[src/rtl/memory_pkg.sv]
// Shared types and default widths for the two-port memory arbiter.
package memory_pkg;

   localparam int ADDR_W_DEF = 4;
   localparam int DATA_W_DEF = 4;

   typedef enum logic [1:0] {
      IDLE    = 2'd0,
      ACCESS  = 2'd1,
      RESPOND = 2'd2
   } state_e;

endpackage

[src/rtl/rr_arbiter2.sv]
// Two-way round-robin selector: one-hot grant, pointer chooses the winner only on contention.
module rr_arbiter2 (
   input  logic [1:0] req_i,
   input  logic       ptr_i,
   output logic [1:0] gnt_o
);

   // ptr_i = 1 favours requester 1; a lone request always wins.
   always_comb begin
      gnt_o = req_i;
      if (req_i == 2'b11) begin
         gnt_o = ptr_i ? 2'b10 : 2'b01;
      end
   end

endmodule

[src/rtl/memory_arbiter.sv]
// Arbitrates two requesters onto one external memory port, one 3-cycle access at a time.
module memory_arbiter
   import memory_pkg::*;
#(
   parameter int ADDR_W = ADDR_W_DEF,
   parameter int DATA_W = DATA_W_DEF
) (
   input  logic              clk,
   input  logic              reset_n,
   input  logic              req0,
   input  logic              req1,
   input  logic              we0,
   input  logic              we1,
   input  logic [ADDR_W-1:0] addr0,
   input  logic [ADDR_W-1:0] addr1,
   input  logic [DATA_W-1:0] wdata0,
   input  logic [DATA_W-1:0] wdata1,
   output logic              ack0,
   output logic              ack1,
   output logic [DATA_W-1:0] rdata0,
   output logic [DATA_W-1:0] rdata1,
   output logic              busy,
   output logic [ADDR_W-1:0] mem_address,
   output logic [DATA_W-1:0] mem_data_in,
   output logic              mem_write_enable,
   input  logic [DATA_W-1:0] mem_data_out,
   output state_e            dbg_state_o
);

   state_e            state_q, state_d;
   logic              ptr_q, ptr_d;
   logic              sel_q, sel_d;
   logic              we_q, we_d;
   logic [ADDR_W-1:0] addr_q, addr_d;
   logic [DATA_W-1:0] wdata_q, wdata_d;
   logic [DATA_W-1:0] rdata0_q, rdata0_d;
   logic [DATA_W-1:0] rdata1_q, rdata1_d;
   logic [1:0]        gnt;

   rr_arbiter2 u_rr (
      .req_i ({req1, req0}),
      .ptr_i (ptr_q),
      .gnt_o (gnt)
   );

   always_ff @(posedge clk or negedge reset_n) begin
      if (!reset_n) begin
         state_q  <= IDLE;
         ptr_q    <= 1'b0;
         sel_q    <= 1'b0;
         we_q     <= 1'b0;
         addr_q   <= '0;
         wdata_q  <= '0;
         rdata0_q <= '0;
         rdata1_q <= '0;
      end else begin
         state_q  <= state_d;
         ptr_q    <= ptr_d;
         sel_q    <= sel_d;
         we_q     <= we_d;
         addr_q   <= addr_d;
         wdata_q  <= wdata_d;
         rdata0_q <= rdata0_d;
         rdata1_q <= rdata1_d;
      end
   end

   always_comb begin
      state_d  = state_q;
      ptr_d    = ptr_q;
      sel_d    = sel_q;
      we_d     = we_q;
      addr_d   = addr_q;
      wdata_d  = wdata_q;
      rdata0_d = rdata0_q;
      rdata1_d = rdata1_q;
      case (state_q)
         IDLE: begin
            if (gnt != 2'b00) begin
               state_d = ACCESS;
               sel_d   = gnt[1];
               ptr_d   = gnt[0];
               we_d    = gnt[1] ? we1    : we0;
               addr_d  = gnt[1] ? addr1  : addr0;
               wdata_d = gnt[1] ? wdata1 : wdata0;
            end
         end
         ACCESS: begin
            state_d = RESPOND;
            // Read data is latched as RESPOND begins so rdata is already valid alongside ack.
            if (!we_q) begin
               if (sel_q) rdata1_d = mem_data_out;
               else       rdata0_d = mem_data_out;
            end
         end
         RESPOND: begin
            state_d = IDLE;
         end
         default: begin
            state_d = IDLE;
         end
      endcase
   end

   // Strobes decode straight from state so an asynchronous reset kills them at once.
   assign mem_write_enable = (state_q == ACCESS) && we_q;
   assign ack0             = (state_q == RESPOND) && !sel_q;
   assign ack1             = (state_q == RESPOND) && sel_q;
   assign busy             = (state_q != IDLE);
   assign mem_address      = addr_q;
   assign mem_data_in      = wdata_q;
   assign rdata0           = rdata0_q;
   assign rdata1           = rdata1_q;
   assign dbg_state_o      = state_q;

endmodule

[config.mk]
export PLATFORM = sky130hd
export DESIGN_NAME = memory_arbiter
export DESIGN_NICKNAME = d
export VERILOG_FILES = /design/src/rtl/memory_pkg.sv /design/src/rtl/rr_arbiter2.sv /design/src/rtl/memory_arbiter.sv
export SDC_FILE = /design/constraint.sdc
export NUM_CORES = 1
export LEC_CHECK = 0
export ABC_AREA = 1
export CAP_MARGIN = 40
export CORE_UTILIZATION = 33
export CTS_CLUSTER_DIAMETER = 40
export DETAILED_ROUTE_END_ITERATION = 7
export PLACE_DENSITY = 0.67
export SYNTH_ARGS = -nofsm -noshare
export SYNTH_HDL_FRONTEND = slang
export SYNTH_SLANG_ARGS = --single-unit
[constraint.sdc]
create_clock -name clk -period 1.3 [get_ports clk]
set_input_delay 0.13 -clock clk [delete_from_list [all_inputs] [get_ports clk]]
set_output_delay 0.13 -clock clk [all_outputs]
set_load 0.02 [all_outputs]
# Word-level counts from Yosys, hierarchy flattened
# Cells that the tools add are included.
dict set report totals {
  reg_bits 21
  elab_cells 31
}
dict set report classes {
  n_reduce_logical 10
  muxes 7
  n_eq_ne 4
  bitwise 2
}
# op count
set op_table {}
lappend op_table {{$mux 4} 2}
lappend op_table {{$mux 2} 3}
lappend op_table {{$reduce_and 3->1} 2}
lappend op_table {{$eq 2x2->1 const B} 2}
lappend op_table {{$pmux 2 s2} 1}
lappend op_table {{$reduce_bool 2->1} 2}
lappend op_table {{$logic_and 1x1->1} 3}
lappend op_table {{$eq 2x1->1 const B} 1}
lappend op_table {{$logic_not 2->1} 1}
lappend op_table {{$ne 2x2->1 const B} 1}
lappend op_table {{$not 1->1} 2}
lappend op_table {{$reduce_and 2->1} 1}
lappend op_table {{$logic_not 1->1} 1}
lappend op_table {{$mux 1} 1}

# Depth between registers and ports, before layout
dict set report logic_depth {
  depth_word 5
  mapped_depth 7
  ltp_nobuf 6
}

# Hierarchy
# A second synthesis with hierarchy kept.
dict set report hier_totals {
  hier_cells 131
  area_unflattened_um2 996.0
}
# module seq_area_each_um2 area_each_um2 instances cells_each
set by_module_without_submodules {}
lappend by_module_without_submodules {memory_arbiter 525.5 974.7 1 126}
lappend by_module_without_submodules {rr_arbiter2 0.0 21.3 1 5}

# Worst setup path after synthesis
# Ideal clock, no wire load.
dict set report synth_timing {
  kind {reg2out}
  from {reg state_q[1] (netlist: dbg_state_o[1])}
  to {out ack1}
  slack_ns 0.060
  stages_incl_launch_ff 3
  required_ns 1.170
  arrival_ns 1.110
  n_path_buf 0
  cell_sequence {dfrtp_1 inv_2 nor3_1}
}
dict set report synth_between {
  elab_chain_cells 2
}
# element line
set synth_rtl {}
lappend synth_rtl {{start, declared} memory_arbiter.sv:30} ;# state_e state_q, state_d;
lappend synth_rtl {{start signal, assigned} memory_arbiter.sv:57} ;# state_q <= state_d;
lappend synth_rtl {{$eq 2x2->1} memory_arbiter.sv:108} ;# assign ack1 = (state_q == RESPOND) && sel_q;
lappend synth_rtl {{$logic_and 1x1->1} memory_arbiter.sv:108}
lappend synth_rtl {{end, declared} memory_arbiter.sv:19} ;# output logic ack1,
# No other way between the ends.

# Worst setup path in the final report
dict set report layout_timing {
  from {reg state_q[0] (netlist: dbg_state_o[0])}
  to {out ack0}
}
dict set report layout_between {
  elab_chain_cells 2
}
# element line
set layout_rtl {}
lappend layout_rtl {{$eq 2x2->1} memory_arbiter.sv:107} ;# assign ack0 = (state_q == RESPOND) && !sel_q;
lappend layout_rtl {{$logic_and 1x1->1} memory_arbiter.sv:107}
lappend layout_rtl {{end, declared} memory_arbiter.sv:18} ;# output logic ack0,
# No other way between the ends.

==> impl_results.md <==
- CTS tree: built
- Achievable clock frequency: 793 MHz
- Final ANT Viol Nets: 0
- Number of remaining DRC errors: 5
- Reg2Reg Launch Point: dbg_state_o[1]
- Setup crit end: ack0
- Status: finished, violations left
- Routed via count: 1,002
- Synthesized area: 1020 µm²
- Final min period: 1260 ps
- Core box area: 2830 µm²
- PortBufs: 47
- Worst setup path class: reg -> out
- Fin. Hold Viols: 0
- Routability cong.: 0.783
- Largest net degree at the start of global routing: 22
- Root Buffer Master: clkbuf_4
- Worst-skew pair later-pin latency: 300 ps
- Worst slew pin tran: 304 ps
- Avg Vias per Cell: 4.58
- Die area: 3310 µm²
- Fraction of layout cells with a size suffix above 1: 16.5%
- Chip width: 57.5 µm
- Starting Density: 36.0%
- LEAKAGE: 0.000872 µW
- Violated checks: design-rule violations
- Sink Count: 21
- Layout Skew: 2.24 ps
- Worst setup margin: 38.9 ps
- Combinational share of power: 56.8%
- Number of primary I/O pins: 48
- # setup viols final: 0
- Number of global-route vias before repair: 960
- Dpl ws: -82.4 ps
- Sequential power share: 34.0%
- Min-Delay Path Class: in -> async
- Critical path launch point: dbg_state_o[0]
- Post-layout util: 56.4%
- Initial antenna violation count: 0
- Post-CTS setup buffer count: 0
- Drt wl/cell: 11.1 µm
- Max_cap viols: 0
- Non-filler instance count after layout: 219
- Worst EP required: 1170 ps
- Area grow syn2layout: 56.8%
- Max clock buf depth: 2
- Fin. max-slew vios: 0
- First DRT Iteration DRCs: 20
- Rows: 19
- Design Power: 3410 µW
- Peak VDD IR: 1110 µV
- Switching Power: 1500 µW
- Slew HR: 79.7%
- First-pass GRT wire length: 3970 µm
- CP Launch Type: register
- Critical path peak fanout: 4
- Seq/Total Area, Yosys: 51.7%
- Reg2reg end: sel_q
- Final worst-path cycle share: 97.0%
- Number of nets in the layout: 215
- Worst reg-to-reg setup slack: 80 ps
- Average size of a mapped cell: 7.89 µm²
- Placed cells: 215
- Die span in y: 57.5 µm
- Switching portion of total power: 44.0%
- Post-Route WL: 2430 µm
- Clk network pwr share: 9.2%
- Reg2Reg Depth: 7
- Power per cell area: 2140 nW/µm²
- Hold_ws: 162 ps
- Yosys warns: 0
- Dpl hpwl: 1940 µm
- Netlist cell types: 15
- RSZ-0062 raised after global routing: true
- Seq cells post-synth: 21
- Number of diodes: 0
- Area contributors post-synth: dfrtp_1 52%, nand2_1 14%, inv_1 9.2%
- Arrival @ worst endpoint: 1130 ps
- Synth top area share: 51.7%
- Synthesized Nets: 155
- Int Pwr: 1910 µW
- Congestion Overflow GR: 0
- Critical Path Sink Type: primary output
- Biggest area consumer among synthesized cells: dfrtp_1
- Max H-tree Level: 1
- First drt pass iteration count: 8
- Gr usage total: 15.6%
- Cts bufs inserted: 3
- Reg clk slew, reported paths: 110 ps
- Mapped Cells: 129
==> cells in the final DEF, fill, tap and decap left out, drive strengths merged <==
| cell | n |
|---|---|
| nor2 | 3 |
| buf | 16 |
| dfrtp | 21 |
| clkdlybuf4s50 | 25 |
| clkbuf | 4 |
| nor3 | 3 |
| nand2 | 40 |
| inv | 28 |
| nand3 | 20 |
| o21ai | 10 |
| dlygate4sd2 | 17 |
| nand4 | 1 |
==> power groups by stage <==
stage	clock network [µW]	logic (µW)	registers (µW)
floorplan	0	750	1510
global placement	0	2130	1160
detailed placement	0	2170	1180
CTS	327	1950	1160
global route	353	2110	1200
finish	313	1940	1160
==> Yosys cell counts <==
master,count
nand3_2,2
inv_2,3
dfrtp_1,21
nand2_2,2
o21ai_1,10
nand4_1,1
nor3_1,3
nand2_1,38
buf_6,1
nor2_1,1
buf_2,1
nand3_1,18
inv_1,25
buf_4,1
nor2_4,2
==> cell families after synthesis <==
kind of cell | Yosys count | share of synthesized area (%)
flip-flops | 21 | 51.7
buffers and inverters | 31 | 12.7
AND/OR/NAND/NOR | 67 | 30.8
AO/OA/AOI/OAI | 10 | 4.92
==> timing repair <==
action	in CTS	in global routing
hold buffers	0	0
pin swaps	0	1
gates resized for setup	38	8
endpoints found under the setup margin	22	6
==> flip-flops by register name, indices dropped and copies added, names as in the netlist <==
| register | count |
|---|---|
| rdata1 | 4 |
| rdata0 | 4 |
| dbg_state_o | 2 |
| mem_data_in | 4 |
| we_q | 1 |
| ptr_q | 1 |
| sel_q | 1 |
| mem_address | 4 |
==> worst max-delay path, stage by stage, from the launching register on <==
cell and delay [ps]:
dfrtp_1 440, nor3_1 200, buf_2 190
==> metrics by stage <==
stage / area (µm²) / setup TNS [ps]
2_1_floorplan: 1020 / 0
3_3_place_gp: 1600 / -98.2
5_1_grt: 1600 / -96.0
4_1_cts: 1590 / 0
3_5_place_dp: 1600 / -308
6_report: 1600 / 0
==> area by class of cell <==
class                   count  area (µm²)
flip-flops and latches     21         526
fillers                   273        1230
repair buffers             58         524
clock buffers               4        26.3
inverters                  28         108
well taps                  31        38.8
multi-input cells          77         373
==> per-layer routing <==
metal | vias up | GRT usage (%) | wire length (µm)
met5 | - | 0 | 0
met4 | 0 | 6.27 | 24
met3 | 4 | 3.40 | 172
met2 | 42 | 27.7 | 1180
met1 | 442 | 18.2 | 1050
li1 | 514 | - | -
==> worst min-delay path by stage <==
stage,from,endpoint,slack (ps)
floorplan,reset_n,dbg_state_o[0],-170
CTS,reset_n,rdata0[2],160
global placement,mem_data_in[1],mem_data_in[1],460
global route,reset_n,rdata0[2],170
finish,reset_n,rdata1[2],160
detailed placement,mem_data_in[1],mem_data_in[1],470
Note: power is estimated with default switching activity, not from simulation.
